==> config.mk <==
export PLATFORM = sky130hd
export DESIGN_NAME = wb_arbiter_flat
export DESIGN_NICKNAME = d
export VERILOG_FILES = /design/src/rtl/wb_arbiter_if.sv /design/src/rtl/wb_arbiter.sv /design/src/flat_wrapper.sv
export SDC_FILE = /design/constraint.sdc
export NUM_CORES = 1
export LEC_CHECK = 0
export ABC_AREA = 1
export CAP_MARGIN = 10
export CORE_ASPECT_RATIO = 0.5
export CORE_MARGIN = 10
export CORE_UTILIZATION = 45
export DETAILED_ROUTE_END_ITERATION = 12
export MAX_ROUTING_LAYER = met4
export PLACE_DENSITY_LB_ADDON = 0.05
export SYNTH_ARGS = -nofsm -noshare
export SYNTH_HDL_FRONTEND = slang
export SYNTH_SLANG_ARGS = --single-unit
==> constraint.sdc <==
create_clock -name clk -period 12.63 [get_ports clk]
set_input_delay 3.1575 -clock clk [delete_from_list [all_inputs] [get_ports clk]]
set_output_delay 3.1575 -clock clk [all_outputs]
set_load 0.03 [all_outputs]
==> src/rtl/wb_arbiter_if.sv <==
// Register-file write-port bundle: an ALU result source, a buffered load-result
// source, and the arbitrated write port plus buffer status.
interface wb_arbiter_if #(
  parameter int DATA_WIDTH = 32,
  parameter int ADDR_WIDTH = 5,
  parameter int FIFO_DEPTH = 4
);
  localparam int CNT_W = $clog2(FIFO_DEPTH) + 1;

  logic                  alu_valid;
  logic [ADDR_WIDTH-1:0] alu_addr;
  logic [DATA_WIDTH-1:0] alu_data;

  logic                  mem_valid;
  logic                  mem_ready;
  logic [ADDR_WIDTH-1:0] mem_addr;
  logic [DATA_WIDTH-1:0] mem_data;

  logic                  wena;
  logic [ADDR_WIDTH-1:0] waddr;
  logic [DATA_WIDTH-1:0] wdata;

  logic [CNT_W-1:0]      fifo_count;
  logic                  stall_req;

  modport master (
    output alu_valid, alu_addr, alu_data,
    output mem_valid, mem_addr, mem_data,
    input  mem_ready,
    input  wena, waddr, wdata,
    input  fifo_count, stall_req
  );

  modport slave (
    input  alu_valid, alu_addr, alu_data,
    input  mem_valid, mem_addr, mem_data,
    output mem_ready,
    output wena, waddr, wdata,
    output fifo_count, stall_req
  );
endinterface

==> src/rtl/wb_arbiter.sv <==
// Write-back arbiter: ALU results own the register-file port; load results queue
// in a small FIFO and drain on idle cycles, killed if a younger ALU write hits them.
module wb_arbiter #(
  parameter int DATA_WIDTH = 32,
  parameter int ADDR_WIDTH = 5,
  parameter int FIFO_DEPTH = 4
) (
  input  logic        clk,
  input  logic        rst,
  wb_arbiter_if.slave bus
);
  localparam int PTR_W = $clog2(FIFO_DEPTH);
  localparam int CNT_W = PTR_W + 1;

  logic [ADDR_WIDTH-1:0] ent_addr [FIFO_DEPTH];
  logic [DATA_WIDTH-1:0] ent_data [FIFO_DEPTH];
  logic [FIFO_DEPTH-1:0] ent_valid;

  logic [PTR_W-1:0]      head;
  logic [PTR_W-1:0]      tail;
  logic [CNT_W-1:0]      count;
  logic [CNT_W-1:0]      count_next;

  logic                  alu_write;
  logic                  full;
  logic                  empty;
  logic                  push;
  logic                  pop;
  logic                  head_live;

  logic                  wena_q;
  logic [ADDR_WIDTH-1:0] waddr_q;
  logic [DATA_WIDTH-1:0] wdata_q;

  // Register 0 is hardwired, so zero-address traffic is handshaken but dropped.
  always_comb begin
    alu_write = bus.alu_valid && (bus.alu_addr != '0);
    full      = (count == CNT_W'(FIFO_DEPTH));
    empty     = (count == '0);
    push      = bus.mem_valid && !full && (bus.mem_addr != '0);
    pop       = !alu_write && !empty;
    head_live = ent_valid[head];
  end

  always_comb begin
    count_next = count;
    case ({push, pop})
      2'b10:   count_next = count + CNT_W'(1);
      2'b01:   count_next = count - CNT_W'(1);
      default: count_next = count;
    endcase
  end

  // The push is applied after the kill sweep so a same-cycle load to the ALU's
  // destination survives: it is younger than the ALU result.
  always_ff @(posedge clk or posedge rst) begin
    if (rst) begin
      for (int i = 0; i < FIFO_DEPTH; i++) begin
        ent_addr[i] <= '0;
        ent_data[i] <= '0;
      end
      ent_valid <= '0;
      head      <= '0;
      tail      <= '0;
      count     <= '0;
    end else begin
      if (alu_write) begin
        for (int i = 0; i < FIFO_DEPTH; i++) begin
          if (ent_addr[i] == bus.alu_addr) begin
            ent_valid[i] <= 1'b0;
          end
        end
      end
      if (push) begin
        ent_addr[tail]  <= bus.mem_addr;
        ent_data[tail]  <= bus.mem_data;
        ent_valid[tail] <= 1'b1;
        tail            <= tail + PTR_W'(1);
      end
      if (pop) begin
        head <= head + PTR_W'(1);
      end
      count <= count_next;
    end
  end

  // A killed head still pops but leaves the port idle, holding address and data.
  always_ff @(posedge clk or posedge rst) begin
    if (rst) begin
      wena_q  <= 1'b0;
      waddr_q <= '0;
      wdata_q <= '0;
    end else if (alu_write) begin
      wena_q  <= 1'b1;
      waddr_q <= bus.alu_addr;
      wdata_q <= bus.alu_data;
    end else if (pop && head_live) begin
      wena_q  <= 1'b1;
      waddr_q <= ent_addr[head];
      wdata_q <= ent_data[head];
    end else begin
      wena_q  <= 1'b0;
    end
  end

  assign bus.mem_ready  = !full;
  assign bus.stall_req  = full;
  assign bus.fifo_count = count;
  assign bus.wena       = wena_q;
  assign bus.waddr      = waddr_q;
  assign bus.wdata      = wdata_q;
endmodule

==> src/flat_wrapper.sv <==
// flat-port wrapper written by rule: the top's interface ports become plain ports
module wb_arbiter_flat 
#(
  parameter int DATA_WIDTH = 32,
  parameter int ADDR_WIDTH = 5,
  parameter int FIFO_DEPTH = 4
)
  (clk, rst, bus_alu_valid, bus_alu_addr, bus_alu_data, bus_mem_valid, bus_mem_addr, bus_mem_data, bus_mem_ready, bus_wena, bus_waddr, bus_wdata, bus_fifo_count, bus_stall_req);
  wb_arbiter_if #(.DATA_WIDTH(DATA_WIDTH), .ADDR_WIDTH(ADDR_WIDTH), .FIFO_DEPTH(FIFO_DEPTH)) bus_i ();
  input  logic clk;
  input  logic rst;
  input wire logic [$bits(bus_i.alu_valid)-1:0] bus_alu_valid;
  input wire logic [$bits(bus_i.alu_addr)-1:0] bus_alu_addr;
  input wire logic [$bits(bus_i.alu_data)-1:0] bus_alu_data;
  input wire logic [$bits(bus_i.mem_valid)-1:0] bus_mem_valid;
  input wire logic [$bits(bus_i.mem_addr)-1:0] bus_mem_addr;
  input wire logic [$bits(bus_i.mem_data)-1:0] bus_mem_data;
  output wire logic [$bits(bus_i.mem_ready)-1:0] bus_mem_ready;
  output wire logic [$bits(bus_i.wena)-1:0] bus_wena;
  output wire logic [$bits(bus_i.waddr)-1:0] bus_waddr;
  output wire logic [$bits(bus_i.wdata)-1:0] bus_wdata;
  output wire logic [$bits(bus_i.fifo_count)-1:0] bus_fifo_count;
  output wire logic [$bits(bus_i.stall_req)-1:0] bus_stall_req;
  assign bus_i.alu_valid = bus_alu_valid;
  assign bus_i.alu_addr = bus_alu_addr;
  assign bus_i.alu_data = bus_alu_data;
  assign bus_i.mem_valid = bus_mem_valid;
  assign bus_i.mem_addr = bus_mem_addr;
  assign bus_i.mem_data = bus_mem_data;
  assign bus_mem_ready = bus_i.mem_ready;
  assign bus_wena = bus_i.wena;
  assign bus_waddr = bus_i.waddr;
  assign bus_wdata = bus_i.wdata;
  assign bus_fifo_count = bus_i.fifo_count;
  assign bus_stall_req = bus_i.stall_req;
  wb_arbiter #(.DATA_WIDTH(DATA_WIDTH), .ADDR_WIDTH(ADDR_WIDTH), .FIFO_DEPTH(FIFO_DEPTH)) u_core (.clk(clk), .rst(rst), .bus(bus_i));
endmodule
==> impl_metrics.csv, run 1 <==
group,metric,value,unit
run_status,outcome,"complete, no violations",
layout,fin_cells,1744,
layout,final_net_count,1518,
floorplan,start_util,46.2,%
setup_path,cp.arrival,6660,ps
route,wl_per_cell,15.5,um
clock_tree,cts_max_level,4,
logic_synthesis,synth_seq_cells,197,
route,drc_errors,0,
placed_design,post-place-ws,5830,ps
sta,maxSlewViolCount,0,
floorplan,die_h,126,um
route,wirelength,27000,um
min_path,hold_path_class,"reg -> reg",
power,p_comb_share,46.0,%
placed_design,portBuffers,120,
layout,mostFrequentLayoutCells,"nand2_1 (540), inv_1 (196), dfrtp_1 (196)",
logic_synthesis,synth.top_cell.area_share,48.9,%
global_route,antenna_found_initial,0,
floorplan,rows,38,
sta,slew_headroom,28.7,%
power,irDropWorstVdd,0.167,mV
logic_synthesis,synthCells,1366,
route,drt-initial-drc-count,742,
setup_path,startpoint_type,"input pin",
global_route,grt_overflow_total,0,
power,switching_share,43.7,%
setup_path,ff2ff_setup_slack,8950,ps
logic_synthesis,yosysWarnings,0,
sta,fin_ws,6280,ps
setup_path,r2r_start,"u_core.head[0]",
sta,period_minus_slack,6350,ps
clock_tree,cts_setup_buffers,0,
clock_tree,clockBufferDepth,2,
floorplan,die_area,29200,um2
clock_tree,cts-root-buf,"clkbuf_16",
clock_tree,path_clk_slew,60,ps
logic_synthesis,syn_avg_cell_area,7.38,um2
floorplan,ios,121,
logic_synthesis,synth_cell_type_count,25,
min_path,hold_end,"u_core.ent_valid[2]",
power,p_leak,6.25,nW
sta,whs,481,ps
placed_design,dp.final_hpwl,16600,um
sta,fin_tns_setup,0,ps
clock_tree,cts_buffers,17,
logic_synthesis,netlist_area,10100,um2
clock_tree,clock_latency,440,ps
clock_tree,cts-resized-gates,0,
setup_path,worstRegToRegCells,8,
power,seq_power_share,37.4,%
power,power_density,256,nW/um2
route,via_per_inst,4.94,
logic_synthesis,synth_fp_nets,1450,
sta,period_share,50.3,%
setup_path,worst_setup_path_end_kind,"flop",
power,power_switching,0.00132,W
power,power_frac_clock,16.6,%
sta,worst_pin_slew,1070,ps
setup_path,worst-setup-path-type,"in -> reg",
power,intPower,0.00170,W
setup_path,worstPathMaxFanout,80,
global_route,grt_pass1_wl,45300,um
route,ant_nets,0,
flow_run,maxCapViolations,0,
placed_design,post-place-cells,1715,
sta,report.final.setup_viol,0,
min_path,hp-start,"u_core.ent_valid[2]",
clock_tree,cts_tree,"yes",
sta,rsz0062_at_grt,"false",
layout,area_delta_synth_final,17.0,%
global_route,grt_usage,19.7,%
power,finalPower,0.00302,W
setup_path,crit_required,12940,ps
sta,clock_skew,8.00,ps
clock_tree,holdBufCountCts,0,
route,firstDrtPassIters,5,
floorplan,fp.dieW,232,um
clock_tree,cts_sinks,197,
placed_design,place_congestion,0.847,
logic_synthesis,synthTopCellsByArea,"dfrtp_1 (49%), nand2_1 (20%), nand3_1 (7.6%)",
sta,hold_violations,0,
setup_path,r2r-end,"u_core.bus.wdata[16]",
route,dr_total_vias,8616,
min_path,whs_path_depth,2,
logic_synthesis,synth_area_leader_cell,"dfrtp_1",
floorplan,coreArea,21800,um2
layout,final_common_cell,"nand2_1",
logic_synthesis,ys_seq_area_share,48.9,%
layout,diodes,0,
global_route,grt_max_degree,117,
global_route,grt_pass1_vias,8833,
sta,fmax,158,MHz
layout,drive_gt1_share,3.74,%
-- cell type report --
cell class	instances	area, um2
fillers	2079	10000
flip-flops and latches	197	4930
multi-input cells	887	3930
repair buffers	131	1280
inverters	200	758
clock buffers	25	505
well taps	300	375
clock inverters	4	22.5
-- cell families after synthesis --
kind of cell,after synthesis,share of synthesized area (%)
AND/OR/NAND/NOR,715,29.4
buffers and inverters,282,12.2
flip-flops,197,48.9
AO/OA/AOI/OAI,153,7.59
XOR/XNOR,13,1.13
adder cells (fa/ha/maj),6,0.819
-- sequential cells by signal, summed over array words and instances (netlist names) --
register	flops
u_core.bus.fifo_count	3
u_core.bus.waddr	5
u_core.bus.wdata	32
u_core.bus.wena	1
u_core.ent_addr	20
u_core.ent_data	128
u_core.ent_valid	4
u_core.head	2
u_core.tail	2
-- metal layers --
| layer | wire length [um] | vias up | global-route usage, % |
|---|---|---|---|
| li1 | - | 4320 | - |
| met1 | 13100 | 4121 | 25.4 |
| met2 | 12600 | 155 | 31.7 |
| met3 | 943 | 20 | 3.56 |
| met4 | 303 | 0 | 4.89 |
| met5 | 0 | - | - |
-- power groups by stage --
stage | combinational, W | clock (W) | sequential (W)
after floorplan | 0.000939 | 0 | 0.00119
after global placement | 0.00137 | 0 | 0.00113
after detailed placement | 0.00140 | 0 | 0.00114
after CTS | 0.00141 | 0.000516 | 0.00113
after global routing | 0.00160 | 0.000538 | 0.00116
final | 0.00139 | 0.000501 | 0.00113
-- cell usage after synthesis --
| library cell | n |
|---|---|
| dfrtp_1 | 197 |
| fa_1 | 1 |
| clkbuf_1 | 9 |
| buf_6 | 7 |
| xor2_1 | 7 |
| nand3_1 | 154 |
| nand3_4 | 1 |
| o21ai_0 | 44 |
| buf_1 | 1 |
| nor2_4 | 3 |
| nand2_4 | 1 |
| nor3_4 | 1 |
| buf_4 | 16 |
| clkbuf_2 | 4 |
| nand3_2 | 4 |
| xnor2_1 | 6 |
| a21oi_1 | 2 |
| inv_1 | 197 |
| nor2_1 | 10 |
| o21ai_1 | 107 |
| ha_1 | 5 |
| nand4_1 | 1 |
| buf_2 | 45 |
| inv_2 | 3 |
| nand2_1 | 540 |
-- worst max-delay path, cell delays in order --
cell and delay, ps:
clkdlybuf4s50_1 590, nor2_4 190, nand3_4 400, nand2_4 840, nand2_1 270, inv_1 120
ha_1 140, inv_1 60, fa_1 380, a21oi_1 150, o21ai_0 120, xor2_1 160
-- worst max path at each step --
stage | start | endpoint | slack (ps) | depth (start not counted)
2_1_floorplan | rst | u_core.bus.fifo_count[0] | 4100 | 1
3_3_place_gp | bus_alu_addr[1] | u_core.bus.fifo_count[2] | 5890 | 12
3_5_place_dp | bus_alu_addr[1] | u_core.bus.fifo_count[2] | 5830 | 12
4_1_cts | bus_alu_addr[1] | u_core.bus.fifo_count[2] | 6290 | 12
5_1_grt | bus_alu_addr[4] | u_core.bus.fifo_count[2] | 5930 | 12
6_report | bus_alu_addr[1] | u_core.bus.fifo_count[2] | 6280 | 12
-- metrics by stage --
stage / utilization, % / cell area [um2]
after floorplan: - / 10100
after global placement: 51.6 / 11300
after detailed placement: 51.6 / 11300
after CTS: 54.1 / 11800
after global routing: 54.1 / 11800
final: 54.1 / 11800
No activity file was read; power rests on OpenSTA's default activity.
==> run 2, diff against run 1 <==
==> constraint.sdc (replaced) <==
create_clock -name clk -period 5.45 [get_ports clk]
set_input_delay 1.3625 -clock clk [delete_from_list [all_inputs] [get_ports clk]]
set_output_delay 1.3625 -clock clk [all_outputs]
set_load 0.03 [all_outputs]
==> impl_metrics.csv, run 2 (synthesized netlist as in run 1, its figures left out) <==
group,metric,value,unit
sta,report.final.setup_viol,0,
global_route,antenna_found_initial,0,
power,irDropWorstVdd,0.276,mV
sta,fin_tns_setup,0,ps
global_route,grt_max_degree,113,
setup_path,crit_required,5770,ps
layout,mostFrequentLayoutCells,"nand2_1 (540), inv_1 (196), dfrtp_1 (196)",
setup_path,worst-setup-path-type,"in -> reg",
clock_tree,cts-root-buf,"clkbuf_16",
placed_design,post-place-ws,899,ps
setup_path,worst_setup_path_end_kind,"flop",
min_path,whs_path_depth,2,
placed_design,portBuffers,120,
sta,fin_ws,1330,ps
setup_path,worstRegToRegCells,8,
floorplan,die_area,29200,um2
clock_tree,holdBufCountCts,0,
global_route,grt_usage,19.2,%
sta,fmax,242,MHz
setup_path,r2r-end,"u_core.bus.waddr[0]",
power,switching_share,43.8,%
setup_path,r2r_start,"u_core.head[0]",
setup_path,startpoint_type,"input pin",
layout,area_delta_synth_final,17.8,%
layout,largest_reg_flops,128,
power,intPower,0.00396,W
layout,fin_area,11900,um2
sta,period_share,75.7,%
route,ant_nets,0,
layout,final_net_count,1523,
layout,final_common_cell,"nand2_1",
power,power_frac_clock,17.3,%
clock_tree,cts_buffers,17,
sta,slew_headroom,31.7,%
sta,hold_violations,0,
clock_tree,cts_sinks,197,
floorplan,fp.dieW,232,um
sta,period_minus_slack,4120,ps
layout,max_flop_register,"u_core.ent_data",
route,drc_errors,0,
floorplan,start_util,46.2,%
floorplan,coreArea,21800,um2
placed_design,dp.final_hpwl,17000,um
min_path,hold_path_class,"reg -> reg",
global_route,grt_pass1_vias,8336,
power,p_leak,6.28,nW
global_route,grt_pass1_wl,43900,um
clock_tree,path_clk_slew,70,ps
floorplan,rows,38,
sta,maxSlewViolCount,0,
global_route,grt_overflow_total,0,
clock_tree,clockBufferDepth,2,
floorplan,ios,121,
power,power_switching,0.00308,W
setup_path,cp.arrival,4450,ps
route,wirelength,26700,um
sta,rsz0062_at_grt,"false",
setup_path,ff2ff_setup_slack,2140,ps
route,drt-initial-drc-count,667,
flow_run,maxCapViolations,0,
setup_path,worstPathMaxFanout,36,
sta,clock_skew,8.29,ps
clock_tree,cts_max_level,4,
route,firstDrtPassIters,5,
clock_tree,clock_latency,450,ps
floorplan,die_h,126,um
route,via_per_inst,4.92,
placed_design,place_congestion,0.879,
layout,drive_gt1_share,4.48,%
power,seq_power_share,36.3,%
clock_tree,cts-resized-gates,0,
min_path,hp-start,"u_core.ent_valid[3]",
placed_design,postPlaceCellArea,11300,um2
clock_tree,cts_setup_buffers,0,
min_path,hold_end,"u_core.ent_valid[3]",
clock_tree,cts_tree,"yes",
power,power_density,593,nW/um2
power,p_comb_share,46.4,%
route,dr_total_vias,8616,
run_status,outcome,"complete, no violations",
sta,worst_pin_slew,1020,ps
layout,diodes,0,
route,wl_per_cell,15.2,um
run 2: cell count changes in the layout (fill, tap and decap cells not counted), moves of 3 or more:
cell,change
clkinvlp_4,+4
buf_4,+4
clkbuf_8,-3
clkinv_2,+3
clkbuf_1,-3
run 2: worst max path at each step:
stage	startpoint	to	slack (ps)
3_5_place_dp	bus_alu_addr[1]	u_core.bus.fifo_count[2]	900
6_report	bus_alu_addr[1]	u_core.bus.fifo_count[2]	1330
3_3_place_gp	bus_alu_addr[4]	u_core.bus.fifo_count[2]	920
5_1_grt	bus_alu_addr[1]	u_core.bus.fifo_count[2]	1150
2_1_floorplan	rst	u_core.bus.fifo_count[0]	1540
4_1_cts	bus_alu_addr[4]	u_core.bus.fifo_count[2]	1370
run 2: metrics by stage:
stage	power [W]	hold slack (ps)	utilization, %	std cells
6_report	0.00704	473	54.4	1752
5_1_grt	0.00768	508	54.4	1752
3_5_place_dp	0.00587	459	51.9	1720
4_1_cts	0.00711	477	54.4	1752
3_3_place_gp	0.00580	456	51.9	1720
2_1_floorplan	0.00493	442	-	1366
run 2: area by class of cell:
type                            instances  area, um2
Clock inverter                         13        108
Multi-Input combinational cell        887       3930
Sequential cell                       197       4930
Timing Repair Buffer                  136       1330
Fill cell                            2093       9950
Clock buffer                           19        453
Tap cell                              300        375
Inverter                              200        754
run 2: worst max-delay path, cell delays in order:
cell and delay (ps):
clkdlybuf4s50_1 580, nor2_4 180, nand3_4 440, nand2_4 540, nand2_1 200, inv_1 100, ha_1 150, inv_1 70
fa_1 380, a21oi_1 140, o21ai_0 110, xor2_1 150
run 2: per-layer routing:
layer	routed length (um)	share of wire [%]	global-route usage (%)
met5	0	0	-
met4	346	1.3	5.31
met3	1220	4.6	3.59
met2	12300	46	30.1
met1	12800	48	25.0
run 2: power by group through the flow:
| stage | combinational, W | clock (W) | sequential [W] |
|---|---|---|---|
| floorplan | 0.00218 | 0 | 0.00275 |
| global placement | 0.00324 | 0 | 0.00256 |
| detailed placement | 0.00330 | 0 | 0.00257 |
| CTS | 0.00331 | 0.00125 | 0.00255 |
| global route | 0.00374 | 0.00131 | 0.00264 |
| finish | 0.00327 | 0.00122 | 0.00256 |
==> run 3, diff against run 2 <==
==> constraint.sdc (replaced) <==
create_clock -name clk -period 3.5 [get_ports clk]
set_input_delay 0.875 -clock clk [delete_from_list [all_inputs] [get_ports clk]]
set_output_delay 0.875 -clock clk [all_outputs]
set_load 0.03 [all_outputs]
==> impl_metrics.csv, run 3 (synthesized netlist as in run 1, its figures left out) <==
group,metric,value,unit
clock_tree,clock_latency,450,ps
power,p_leak,6.39,nW
layout,largest_reg_flops,128,
setup_path,worst-setup-path-type,"reg -> out",
clock_tree,holdBufCountCts,0,
floorplan,die_h,126,um
route,wirelength,27500,um
setup_path,worst_setup_path_end_kind,"output pin",
power,power_density,929,nW/um2
layout,final_net_count,1530,
setup_path,worstPathMaxFanout,4,
global_route,grt_overflow_total,0,
clock_tree,cts-resized-gates,0,
route,drc_errors,0,
setup_path,startpoint_type,"flop",
sta,slew_headroom,46.8,%
route,wl_per_cell,15.6,um
placed_design,place_congestion,0.880,
placed_design,portBuffers,120,
floorplan,ios,121,
placed_design,dp.final_hpwl,17100,um
global_route,grt_pass1_wl,46100,um
global_route,grt_pass1_vias,8986,
power,finalPower,0.0112,W
setup_path,cp_slowest_cell,"clkdlybuf4s50_1",
run_status,outcome,"complete, no violations",
sta,period_share,79.2,%
setup_path,crit_path_start,"u_core.bus.fifo_count[1]",
floorplan,coreArea,21800,um2
min_path,hold_path_class,"reg -> reg",
global_route,grt_usage,20.0,%
min_path,hp-start,"u_core.ent_valid[3]",
flow_run,maxCapViolations,0,
power,irDropWorstVdd,0.566,mV
sta,period_minus_slack,2770,ps
route,dr_total_vias,8696,
route,drt-initial-drc-count,620,
clock_tree,clockBufferDepth,2,
route,ant_nets,0,
setup_path,worstPathCellList,"nor3_4 -> clkdlybuf4s50_1",
route,via_per_inst,4.94,
clock_tree,cts_tree,"yes",
clock_tree,path_clk_slew,70,ps
floorplan,die_area,29200,um2
clock_tree,cts_max_level,4,
sta,hold_violations,0,
clock_tree,cts_buffers,17,
min_path,hold_end,"u_core.ent_valid[3]",
sta,worst_pin_slew,798,ps
sta,report.final.setup_viol,0,
sta,maxSlewViolCount,0,
min_path,whs_path_depth,2,
layout,final_common_cell,"nand2_1",
layout,drive_gt1_share,4.93,%
clock_tree,cts_setup_buffers,0,
layout,diodes,0,
setup_path,worstRegToRegCells,9,
layout,max_flop_register,"u_core.ent_data",
floorplan,start_util,46.2,%
sta,fin_tns_setup,0,ps
layout,area_delta_synth_final,19.7,%
global_route,grt_max_degree,82,
clock_tree,cts-root-buf,"clkbuf_16",
floorplan,rows,38,
setup_path,crit_required,2620,ps
layout,mostFrequentLayoutCells,"nand2_1 (540), inv_1 (196), dfrtp_1 (196)",
setup_path,critPathMaxStageDelay,730,ps
setup_path,r2r_start,"u_core.head[0]",
sta,rsz0062_at_grt,"false",
sta,fmax,361,MHz
global_route,antenna_found_initial,0,
setup_path,cp.arrival,1900,ps
setup_path,r2r-end,"u_core.bus.wdata[25]",
clock_tree,cts_sinks,197,
floorplan,fp.dieW,232,um
route,firstDrtPassIters,5,
sta,clock_skew,5.36,ps
setup_path,ff2ff_setup_slack,1290,ps
## run 3: power breakdown
part | total [W] | switching (W) | internal (W) | leakage [nW]
clock | 0.00205 | 0.000897 | 0.00115 | 0.303
combinational | 0.00520 | 0.00331 | 0.00188 | 3.64
sequential | 0.00397 | 0.000632 | 0.00334 | 2.45
## run 3: final cells by class
class,instances,area [um2]
fill,2121,9750
sequential,197,4930
multi-input combinational,887,3930
timing repair buffer,143,1470
inverter,200,754
clock buffer,22,494
tap,300,375
clock inverter,10,118
## run 3: how the worst max path moves through the flow
| stage | cells past startpoint | slack, ps | end |
|---|---|---|---|
| 6_report | 2 | 730 | bus_stall_req |
| 5_1_grt | 2 | 660 | bus_stall_req |
| 4_1_cts | 2 | 690 | bus_stall_req |
| 3_5_place_dp | 12 | 460 | u_core.bus.fifo_count[2] |
| 2_1_floorplan | 1 | 80 | u_core.bus.fifo_count[0] |
| 3_3_place_gp | 12 | 490 | u_core.bus.fifo_count[2] |
## run 3: through the flow
stage / setup WS (ps) / instances / hold slack [ps] / instance area (um2) / utilization [%]
after global routing: 658 / 1759 / 508 / 12100 / 55.3
after global placement: 495 / 1727 / 455 / 11500 / 52.5
after CTS: 692 / 1759 / 477 / 12100 / 55.3
final: 726 / 1759 / 474 / 12100 / 55.3
after floorplan: 78.6 / 1366 / 442 / 10100 / -
after detailed placement: 458 / 1727 / 460 / 11500 / 52.5
## run 3: worst max-delay path, delay by kind of cell, from the launching register on
family | cells | cell delay [ps]
AND/OR/NAND/NOR | 1 | 280
buffers and inverters | 1 | 730
flip-flops | 1 | 450
## run 3: routing by layer
| metal | vias to the layer above | track usage (%) | share of wire, % |
|---|---|---|---|
| li1 | 4323 | - | - |
| met1 | 4172 | 25.4 | 48 |
| met2 | 170 | 31.5 | 46 |
| met3 | 31 | 4.55 | 4.6 |
| met4 | 0 | 5.62 | 1.5 |
| met5 | - | - | 0 |
